$ cat src/rtl/ps2_scancode_receiver_if.sv
// ps2_scancode_receiver_if: PS/2 pins plus decoded scan-code outputs
interface ps2_scancode_receiver_if;
  logic       ps2_clk;
  logic       ps2_dat;
  logic [7:0] ps2_key_data;
  logic       ps2_key_pressed;
  logic       ps2_key_extended;
  logic [7:0] ps2_out;
  logic       frame_error;
  modport master (
    output ps2_clk, ps2_dat,
    input  ps2_key_data, ps2_key_pressed, ps2_key_extended, ps2_out, frame_error
  );
  modport slave (
    input  ps2_clk, ps2_dat,
    output ps2_key_data, ps2_key_pressed, ps2_key_extended, ps2_out, frame_error
  );
endinterface

$ cat src/rtl/ps2_scancode_receiver.sv
// ps2_scancode_receiver: PS/2 device-to-host deserialiser with F0/E0 prefix stripping
module ps2_scancode_receiver #(
  parameter int FILTER_LEN     = 8,
  parameter int TIMEOUT_CYCLES = 50000
) (
  input logic clock,
  input logic reset,
  ps2_scancode_receiver_if.slave bus
);
  localparam int FW = $clog2(FILTER_LEN + 1);
  localparam int TW = $clog2(TIMEOUT_CYCLES + 1);
  typedef enum logic [1:0] {IDLE, DATA, PARITY, STOP} state_t;
  logic [1:0]    clk_s, dat_s;
  logic          clk_f, dat_f, fall;
  logic [FW-1:0] clk_n, dat_n;
  state_t        state;
  logic [2:0]    bitcnt;
  logic [7:0]    shreg;
  logic          par, brk, ext;
  logic [TW-1:0] tcnt;
  // a filtered level only flips after FILTER_LEN consecutive opposite samples
  always_ff @(posedge clock or posedge reset) begin
    if (reset) begin
      clk_s <= 2'b11;
      dat_s <= 2'b11;
      clk_f <= 1'b1;
      dat_f <= 1'b1;
      clk_n <= '0;
      dat_n <= '0;
      fall  <= 1'b0;
    end else begin
      clk_s <= {clk_s[0], bus.ps2_clk};
      dat_s <= {dat_s[0], bus.ps2_dat};
      fall  <= 1'b0;
      if (clk_s[1] == clk_f) clk_n <= '0;
      else if (clk_n == FW'(FILTER_LEN - 1)) begin
        clk_n <= '0;
        clk_f <= clk_s[1];
        fall  <= clk_f;
      end else clk_n <= clk_n + 1'b1;
      if (dat_s[1] == dat_f) dat_n <= '0;
      else if (dat_n == FW'(FILTER_LEN - 1)) begin
        dat_n <= '0;
        dat_f <= dat_s[1];
      end else dat_n <= dat_n + 1'b1;
    end
  end
  always_ff @(posedge clock or posedge reset) begin
    if (reset) begin
      state                <= IDLE;
      bitcnt               <= '0;
      shreg                <= '0;
      par                  <= 1'b0;
      brk                  <= 1'b0;
      ext                  <= 1'b0;
      tcnt                 <= '0;
      bus.ps2_key_data     <= '0;
      bus.ps2_key_pressed  <= 1'b0;
      bus.ps2_key_extended <= 1'b0;
      bus.ps2_out          <= '0;
      bus.frame_error      <= 1'b0;
    end else begin
      bus.ps2_key_pressed <= 1'b0;
      bus.frame_error     <= 1'b0;
      if (fall) begin
        tcnt <= '0;
        case (state)
          IDLE: if (!dat_f) begin
            state  <= DATA;
            bitcnt <= '0;
          end
          DATA: begin
            shreg  <= {dat_f, shreg[7:1]};
            bitcnt <= bitcnt + 1'b1;
            if (bitcnt == 3'd7) state <= PARITY;
          end
          PARITY: begin
            par   <= dat_f;
            state <= STOP;
          end
          STOP: begin
            state <= IDLE;
            if (dat_f && (^{shreg, par})) begin
              bus.ps2_out <= shreg;
              if (shreg == 8'hF0) brk <= 1'b1;
              else if (shreg == 8'hE0) ext <= 1'b1;
              else if (brk) begin
                brk <= 1'b0;
                ext <= 1'b0;
              end else begin
                bus.ps2_key_data     <= shreg;
                bus.ps2_key_extended <= ext;
                bus.ps2_key_pressed  <= 1'b1;
                ext                  <= 1'b0;
              end
            end else begin
              bus.frame_error <= 1'b1;
              brk             <= 1'b0;
              ext             <= 1'b0;
            end
          end
        endcase
      end else if (state == IDLE) tcnt <= '0;
      else if (tcnt == TW'(TIMEOUT_CYCLES - 1)) begin
        bus.frame_error <= 1'b1;
        state           <= IDLE;
        tcnt            <= '0;
      end else tcnt <= tcnt + 1'b1;
    end
  end
endmodule

$ cat src/flat_wrapper.sv
// flat-port wrapper written by rule: the top's interface ports become plain ports
module ps2_scancode_receiver_flat 
#(
  parameter int FILTER_LEN     = 8,
  parameter int TIMEOUT_CYCLES = 50000
)
  (clock, reset, bus_ps2_clk, bus_ps2_dat, bus_ps2_key_data, bus_ps2_key_pressed, bus_ps2_key_extended, bus_ps2_out, bus_frame_error);
  ps2_scancode_receiver_if bus_i ();
  input logic clock;
  input logic reset;
  input wire logic [$bits(bus_i.ps2_clk)-1:0] bus_ps2_clk;
  input wire logic [$bits(bus_i.ps2_dat)-1:0] bus_ps2_dat;
  output wire logic [$bits(bus_i.ps2_key_data)-1:0] bus_ps2_key_data;
  output wire logic [$bits(bus_i.ps2_key_pressed)-1:0] bus_ps2_key_pressed;
  output wire logic [$bits(bus_i.ps2_key_extended)-1:0] bus_ps2_key_extended;
  output wire logic [$bits(bus_i.ps2_out)-1:0] bus_ps2_out;
  output wire logic [$bits(bus_i.frame_error)-1:0] bus_frame_error;
  assign bus_i.ps2_clk = bus_ps2_clk;
  assign bus_i.ps2_dat = bus_ps2_dat;
  assign bus_ps2_key_data = bus_i.ps2_key_data;
  assign bus_ps2_key_pressed = bus_i.ps2_key_pressed;
  assign bus_ps2_key_extended = bus_i.ps2_key_extended;
  assign bus_ps2_out = bus_i.ps2_out;
  assign bus_frame_error = bus_i.frame_error;
  ps2_scancode_receiver #(.FILTER_LEN(FILTER_LEN), .TIMEOUT_CYCLES(TIMEOUT_CYCLES)) u_core (.clock(clock), .reset(reset), .bus(bus_i));
endmodule
$ cat config.mk
export PLATFORM = sky130hd
export DESIGN_NAME = ps2_scancode_receiver_flat
export DESIGN_NICKNAME = d
export VERILOG_FILES = /design/src/rtl/ps2_scancode_receiver_if.sv /design/src/rtl/ps2_scancode_receiver.sv /design/src/flat_wrapper.sv
export SDC_FILE = /design/constraint.sdc
export NUM_CORES = 1
export LEC_CHECK = 0
export CORE_ASPECT_RATIO = 0.6
export CORE_MARGIN = 5
export CORE_UTILIZATION = 55
export CTS_CLUSTER_DIAMETER = 100
export DETAILED_ROUTE_END_ITERATION = 6
export PLACE_DENSITY = 0.84
export SLEW_MARGIN = 20
export SYNTH_ARGS = -nofsm -noshare
export SYNTH_HDL_FRONTEND = slang
export SYNTH_SLANG_ARGS = --single-unit
$ cat constraint.sdc
create_clock -name clock -period 5.95 [get_ports clock]
set_input_delay 0.8925 -clock clock [delete_from_list [all_inputs] [get_ports clock]]
set_output_delay 0.8925 -clock clock [all_outputs]
set_load 0.005 [all_outputs]
==> run metrics, run 1 <==
status=finished clean; FF+latch count, synth=66; Cell Area, Synth=3030 um^2; Initial Util=58.2%; sequential power share=52.4%; Synth area leaders=dfrtp_1, mux2_2, dfstp_2; share of synthesized registers carrying an async set or reset=100%; worst setup margin=3.62 ns; htree depth=3; top-area cell type share of the netlist area=49.5%; row cnt=20; Vias=1903; WP data arrival=2.56 ns; most frequent cells after synthesis=dfrtp_1, mux2_2, nor2_1, nand2_1, xnor2_1; fin nets=286; startpoint types=flip-flop; Clock Tree Buf Depth=2; CTS Buf Count=9; sw frac=24.4%; setup TNS=0 ns; Post-CTS Hold Buffers=0; I/O Pins=23; die area=7150 um^2; Die W=106 um; vias in the first global route=1888; Post-synth EDFFs=0; Slew HR=45.6%; register area share after synthesis=54.7%; dpl ws=3.67 ns; clk_lat worst skew=0.34 ns; CTS root buffer=clkbuf_8; Synth area leader=dfrtp_1; Tot GR Track Use=16.6%; crit-path max FO=10; I/O Buffers=22; final wirelength=5290 um; Peak supply drop=0.169 mV; vias per inst=5.55; cell-internal power=727 uW; clk sinks=66; Clock Skew=0.00747 ns; endpoints failing hold=0; largest net degree at the start of global routing=67; CP Class=flip-flop to flip-flop; layout cells sized above 1=22.4%; Final Cycle Share=39.2%; pwr dens=272 nW/um^2; NetSw=235 uW; fin crit period=2.33 ns; DRT Pass-1 Iters=4; initial antenna violation count=0; Syn-to-layout area delta=16.4%; Post-Syn Nets=256; DIE HEIGHT=67.5 um; DP Area=3320 um^2; Mapped Cells=242; Comb power frac=7.7%; initial DRC count=92; DPL Wire Length=3670 um; overflow left after global routing=0; CTS resizes=0; Worst Setup SP=u_core.shreg[1]; CORE AREA=5200 um^2; Required @ worst endpoint=6.17 ns; worst slew pin tran=0.809 ns; cell area after layout=3530 um^2; max-cap violation count=0; syn_area_per_cell=12.5 um^2; HP Start=u_core.dat_s[0]; worst min path class=flip-flop to flip-flop; Synth cell types=41; RSZ-0062 raised after global routing=false; Leakage=1.56 nW; RD Place Congestion=0.875; Routed Antenna Nets=0; Main synth FF type=dfrtp_1; power share of the clock group=39.9%; ANT cells=0; count leader, synth=dfrtp_1; # setup viols final=0; CTS tree=yes; Worst setup EP type=flip-flop; Max Freq=0.429 GHz; Clk pin slew, worst setup/hold paths=0.07 ns; setup bufs post-CTS=0; DR DRC count=0; first-pass GRT wire length=9100 um; Ys Warns=0; max-slew violations=0; FF-to-FF Start=u_core.shreg[1]; Avg WL per Cell=15.4 um
-- cell usage in the layout, fill, tap and decap left out, drive strengths merged, types with 7 or more instances in the layout --
cell / count
dfrtp: 60
mux2: 29
nor2: 21
nand2: 15
clkdlybuf4s50: 22
a21oi: 7
xnor2: 14
clkbuf: 12
nand3: 9
ha: 10
-- area by class of cell --
class                   count  area (um^2)
well taps                  66         82.6
repair buffers             23          228
clock buffers              12          155
flip-flops and latches     66         1660
inverters                   6         22.5
fillers                   392         1680
clock inverters             4         50.0
multi-input cells         166         1330
-- stage by stage --
stage               hold WS, ns  util, %  cells  total power, mW
floorplan                 0.345        -    242            0.565
finish                    0.358     67.8    343            0.961
global route              0.366     67.8    343             1.01
detailed placement        0.349     63.9    327            0.588
global placement          0.347     63.9    327            0.582
CTS                       0.359     67.8    343            0.974
-- power groups by stage --
stage,clock [mW],sequential (mW),combinational (mW)
after global placement,0,0.511,0.0717
after detailed placement,0,0.512,0.0758
after global routing,0.416,0.508,0.0844
after CTS,0.394,0.504,0.0762
after floorplan,0,0.500,0.0659
final,0.384,0.504,0.0736
-- state kept, by name, indices dropped and copies added, names as in the netlist, 2 cells and up --
name / cells
u_core.state: 2
u_core.shreg: 8
u_core.clk_s: 2
u_core.bus.ps2_key_data: 8
u_core.tcnt: 16
u_core.bitcnt: 3
u_core.bus.ps2_out: 8
u_core.clk_n: 4
u_core.dat_s: 2
u_core.dat_n: 4
-- critical path, cell delays in order (launching register included) --
cell and delay (ns):
dfrtp_1 0.45, nor4_1 0.73, a2111oi_2 0.21, mux2i_4 0.43
mux2_2 0.39
-- worst paths after layout --
kind,slack (ns),cells past startpoint,to
worst max-delay path,3.62,4,u_core.bus.ps2_key_data[5]
worst min-delay path,0.36,0,u_core.dat_s[1]
worst max register to register,3.62,4,u_core.bus.ps2_key_data[5]
worst min register to register,0.36,0,u_core.dat_s[1]
max in group asynchronous,4.32,3,u_core.tcnt[7]
min in group asynchronous,1.10,3,u_core.fall
-- metal layers --
metal	vias to the layer above	track usage (%)	routed length (um)
li1	935	-	-
met1	927	24.0	2880
met2	35	22.4	2110
met3	6	6.02	225
met4	0	6.79	72
met5	-	0	0
-- logic make-up (layout without fill, tap and decap cells) --
family | Yosys count | in the layout | synth area share, %
AO/OA/AOI/OAI | 27 | 27 | 6.27
buffers and inverters | 10 | 45 | 1.32
XOR/XNOR | 22 | 22 | 7.97
AND/OR/NAND/NOR | 76 | 76 | 13.3
flip-flops | 66 | 66 | 54.7
adder cells (fa/ha/maj) | 10 | 10 | 4.13
multiplexers | 31 | 31 | 12.3
Note: power is estimated with default switching activity, not from simulation.
==> inputs of run 2 (changes only) <==
Clock period 5.95 ns to 2.2 ns, I/O delays scaled along.
==> run metrics, run 2 (synthesis gave the netlist of run 1 again) <==
highest-count cells in the layout ignoring fill and taps=dfrtp_1, mux2_2, clkdlybuf4s50_1; Biggest register=u_core.tcnt; crit-path cells=or4b_1, or4_4, o311ai_1, o211ai_1; Avg WL per Cell=16.2 um; R2R depth=4; max-cap violation count=0; DR DRC count=0; Clk pin slew, worst setup/hold paths=0.08 ns; ANT cells=0; WP data arrival=2.34 ns; CORE AREA=5200 um^2; die area=7150 um^2; final wirelength=5690 um; CTS tree=yes; CP Class=flip-flop to flip-flop; Worst Setup SP=u_core.tcnt[11]; # setup viols final=0; fin nets=294; worst min path class=input pin to async pin; worst slew pin tran=0.423 ns; Pwr Total=2.46 mW; Syn-to-layout area delta=18.0%; Slew HR=71.7%; layout cells sized above 1=24.9%; CTS root buffer=clkbuf_8; Worst setup EP type=flip-flop; DRT Pass-1 Iters=4; row cnt=20; Clock Skew=0.0110 ns; I/O Pins=23; htree depth=3; Initial Util=58.2%; max reg flops=16; largest net degree at the start of global routing=36; clk_lat worst skew=0.35 ns; overflow left after global routing=0; most common cell after layout, fill and taps aside=dfrtp_1; status=finished clean; CP max stage cell=or4_4; vias per inst=5.62; Required @ worst endpoint=2.41 ns; RD Place Congestion=0.816; Max Freq=0.470 GHz; vias in the first global route=2059; Tot GR Track Use=18.2%; max-slew violations=0; flop2flop setup slack=0.07 ns; Final Cycle Share=96.8%; setup TNS=0 ns; CP peak stage delay=0.58 ns; endpoints failing hold=0; crit-path max FO=5; fin crit period=2.13 ns; reg-to-reg endpoint=u_core.state[0]; initial DRC count=83; startpoint types=flip-flop; Post-CTS Hold Buffers=0; Peak supply drop=0.607 mV; Layout Utilization=68.7%; DPL Wire Length=4080 um; first-pass GRT wire length=9900 um; clk sinks=66; Vias=1972; pwr dens=687 nW/um^2; CTS Buf Count=9; I/O Buffers=22; Clock Tree Buf Depth=2; Routed Antenna Nets=0; FF-to-FF Start=u_core.tcnt[11]; RSZ-0062 raised after global routing=false; DIE HEIGHT=67.5 um; Die W=106 um; initial antenna violation count=0; Leakage=1.59 nW; crit path to=u_core.state[0]
==> run 2: changes by cell type in the layout (fill, tap and decap cells not counted), sizes merged <==
cell	change
clkinv	+3
clkbuf	-2
bufinv	-1
buf	+8
==> run 2: layout make-up <==
cell class | count | area, um^2
Sequential cell | 66 | 1660
Fill cell | 392 | 1630
Multi-Input combinational cell | 166 | 1340
Timing Repair Buffer | 31 | 313
Clock buffer | 10 | 128
Tap cell | 66 | 82.6
Clock inverter | 6 | 35.0
Inverter | 6 | 22.5
==> run 2: repair_timing <==
item / 4_1_cts / 5_1_grt
resized for setup: 0 / 1
setup buffers: 0 / 0
endpoints found under the setup margin: 0 / 2
==> run 2: power by group <==
| group | switching (mW) | leakage, nW | internal, mW | total [mW] |
|---|---|---|---|---|
| clock network | 0.473 | 0.0818 | 0.400 | 0.873 |
| logic | 0.141 | 0.616 | 0.101 | 0.242 |
| registers | 0.0497 | 0.896 | 1.29 | 1.34 |
| total | 0.664 | 1.59 | 1.79 | 2.46 |
==> run 2: per-layer routing <==
metal  part of all wire (%)  GRT usage (%)  vias to the layer above
met5                      0              0                        -
met4                   0.77           6.79                        0
met3                    6.8           6.97                        4
met2                     43           26.9                       68
met1                     50           24.7                      961
li1                       -              -                      939
==> run 2: worst min-delay path by stage <==
stage                     slack, ns  depth (start not counted)         endpoint
final                          0.28                          2  u_core.dat_n[0]
after global routing           0.32                          2  u_core.state[1]
after CTS                      0.28                          2  u_core.state[1]
after detailed placement       0.35                          0  u_core.dat_s[1]
after global placement         0.35                          0  u_core.clk_s[1]
after floorplan                0.33                          0  u_core.clk_s[0]
==> run 2: metrics by stage <==
step / setup WS [ns] / hold slack [ns] / cell area (um^2) / std cells
6_report: 0.0710 / 0.284 / 3580 / 351
5_1_grt: 0.0182 / 0.316 / 3580 / 351
4_1_cts: 0.0605 / 0.284 / 3570 / 351
3_5_place_dp: 0.0703 / 0.347 / 3410 / 335
3_3_place_gp: 0.172 / 0.346 / 3410 / 335
2_1_floorplan: 0.188 / 0.334 / 3030 / 242
==> run 2: critical path, delay by kind of cell (launching register included) <==
| family | cells | cell delay [ns] |
|---|---|---|
| AO/OA/AOI/OAI | 2 | 0.43 |
| flip-flops | 1 | 0.43 |
| AND/OR/NAND/NOR | 2 | 1.14 |
==> inputs of run 3 (changes only) <==
Settings changed: CELL_PAD_IN_SITES_DETAIL_PLACEMENT from default to 1, CELL_PAD_IN_SITES_GLOBAL_PLACEMENT from default to 2, CORE_ASPECT_RATIO 0.6 to 1.75, CORE_UTILIZATION 55 to 40, PLACE_DENSITY 0.84 to 0.87.
==> run metrics, run 3 (synthesis gave the netlist of run 1 again) <==
row cnt=42; status=finished clean; CP max stage cell=or4_4; largest net degree at the start of global routing=25; WP data arrival=2.27 ns; clk sinks=66; Worst setup EP type=flip-flop; DP Area=3430 um^2; crit path to=u_core.state[1]; layout cells sized above 1=24.7%; CTS resizes=0; fill count=781; sw frac=23.5%; Routed Antenna Nets=0; CTS root buffer=clkbuf_16; FF-to-FF Start=u_core.tcnt[11]; NetSw=680 uW; worst min path class=input pin to async pin; setup TNS=0 ns; CP Class=flip-flop to flip-flop; pwr dens=777 nW/um^2; R2R depth=4; hold slack=0.333 ns; max-cap violation count=0; overflow left after global routing=0; Biggest register=u_core.tcnt; DIE HEIGHT=125 um; Die W=75.8 um; sequential power share=46.6%; clk_lat worst skew=0.32 ns; worst slew pin tran=0.510 ns; crit-path cells=or4b_1, or4_4, o311ai_1, o211ai_1; Clk pin slew, worst setup/hold paths=0.05 ns; final wirelength=6250 um; Avg WL per Cell=16.7 um; Clock Skew=0.00495 ns; flop2flop setup slack=0.12 ns; Pwr Total=2.89 mW; Leakage=1.66 nW; most common cell after layout, fill and taps aside=dfrtp_1; first-pass GRT wire length=10800 um; vias per inst=5.39; Cells after DPL=358; crit-path max FO=5; CORE AREA=7460 um^2; Slew HR=65.7%; fin nets=296; RD Place Congestion=0.720; max-slew violations=0; Max Freq=0.481 GHz; CTS tree=yes; Syn-to-layout area delta=22.9%; dpl ws=0.0805 ns; Comb power frac=8.3%; critical path's top delay family=simple AND/OR/NAND/NOR gates; CP peak stage delay=0.58 ns; initial antenna violation count=0; WP depth=4; DR DRC count=0; Tot GR Track Use=15.1%; DPL Wire Length=4580 um; Vias=2021; # setup viols final=0; reg-to-reg endpoint=u_core.state[1]; cell-internal power=2.22 mW; vias in the first global route=2279; RSZ-0062 raised after global routing=false; worst path buffer plus inverter count=0; fin crit period=2.08 ns; worst setup margin=0.122 ns; Layout Utilization=49.9%; power share of the clock group=45.1%; Final Instance Count excl. Fillers=375; highest-count cells in the layout ignoring fill and taps=dfrtp_1, mux2_2, clkdlybuf4s50_1; die area=9490 um^2; Worst Setup SP=u_core.tcnt[11]; cell area after layout=3730 um^2; initial DRC count=81; I/O Pins=23; Clock Tree Buf Depth=2; Peak supply drop=0.324 mV; endpoints failing hold=0; max reg flops=16; htree depth=3; Final Cycle Share=94.5%; I/O Buffers=22; Required @ worst endpoint=2.39 ns; Initial Util=40.6%; DRT Pass-1 Iters=4; CTS Buf Count=9; startpoint types=flip-flop; ANT cells=0
run 3: changes by cell type in the layout (fill, tap and decap cells not counted):
cell        before  now
buf_4            7    9
clkbuf_1         1    2
clkbuf_16        0    9
clkbuf_8         9    2
clkinv_2         4    3
clkinvlp_4       2    0
nand3_1          8    9
nand3_2          1    0
run 3: how the worst min path moves through the flow:
stage	start	to
global route	u_core.clk_s[0]	u_core.clk_s[1]
finish	reset	u_core.bus.ps2_out[2]
floorplan	bus_ps2_clk	u_core.clk_s[0]
CTS	reset	u_core.bus.ps2_out[2]
global placement	u_core.clk_s[0]	u_core.clk_s[1]
detailed placement	u_core.dat_s[0]	u_core.dat_s[1]
run 3: layout make-up:
| type | instances | area, um^2 | area share (%) |
|---|---|---|---|
| sequential | 66 | 1660 | 44.5 |
| inverter | 6 | 22.5 | 0.604 |
| tap | 88 | 110 | 2.95 |
| clock inverter | 3 | 15.0 | 0.403 |
| multi-input combinational | 166 | 1330 | 35.8 |
| clock buffer | 13 | 260 | 6.98 |
| timing repair buffer | 33 | 328 | 8.79 |
run 3: per-layer routing:
metal	part of all wire, %	global-route usage (%)	vias up
met3	2.5	2.89	12
met5	0	0	-
li1	-	-	947
met4	2.5	7.52	0
met2	58	27.1	24
met1	37	15.8	1038
run 3: repair_timing:
| item | CTS | global route |
|---|---|---|
| setup endpoints to repair | 0 | 9 |
| hold buffers | 0 | 0 |
| buffers inserted | 0 | 1 |
run 3: power groups by stage:
stage / clock (mW) / sequential [mW] / combinational (mW)
after CTS: 1.35 / 1.35 / 0.251
after global placement: 0 / 1.36 / 0.237
after floorplan: 0 / 1.35 / 0.178
final: 1.30 / 1.35 / 0.241
after detailed placement: 0 / 1.37 / 0.249
after global routing: 1.40 / 1.36 / 0.276
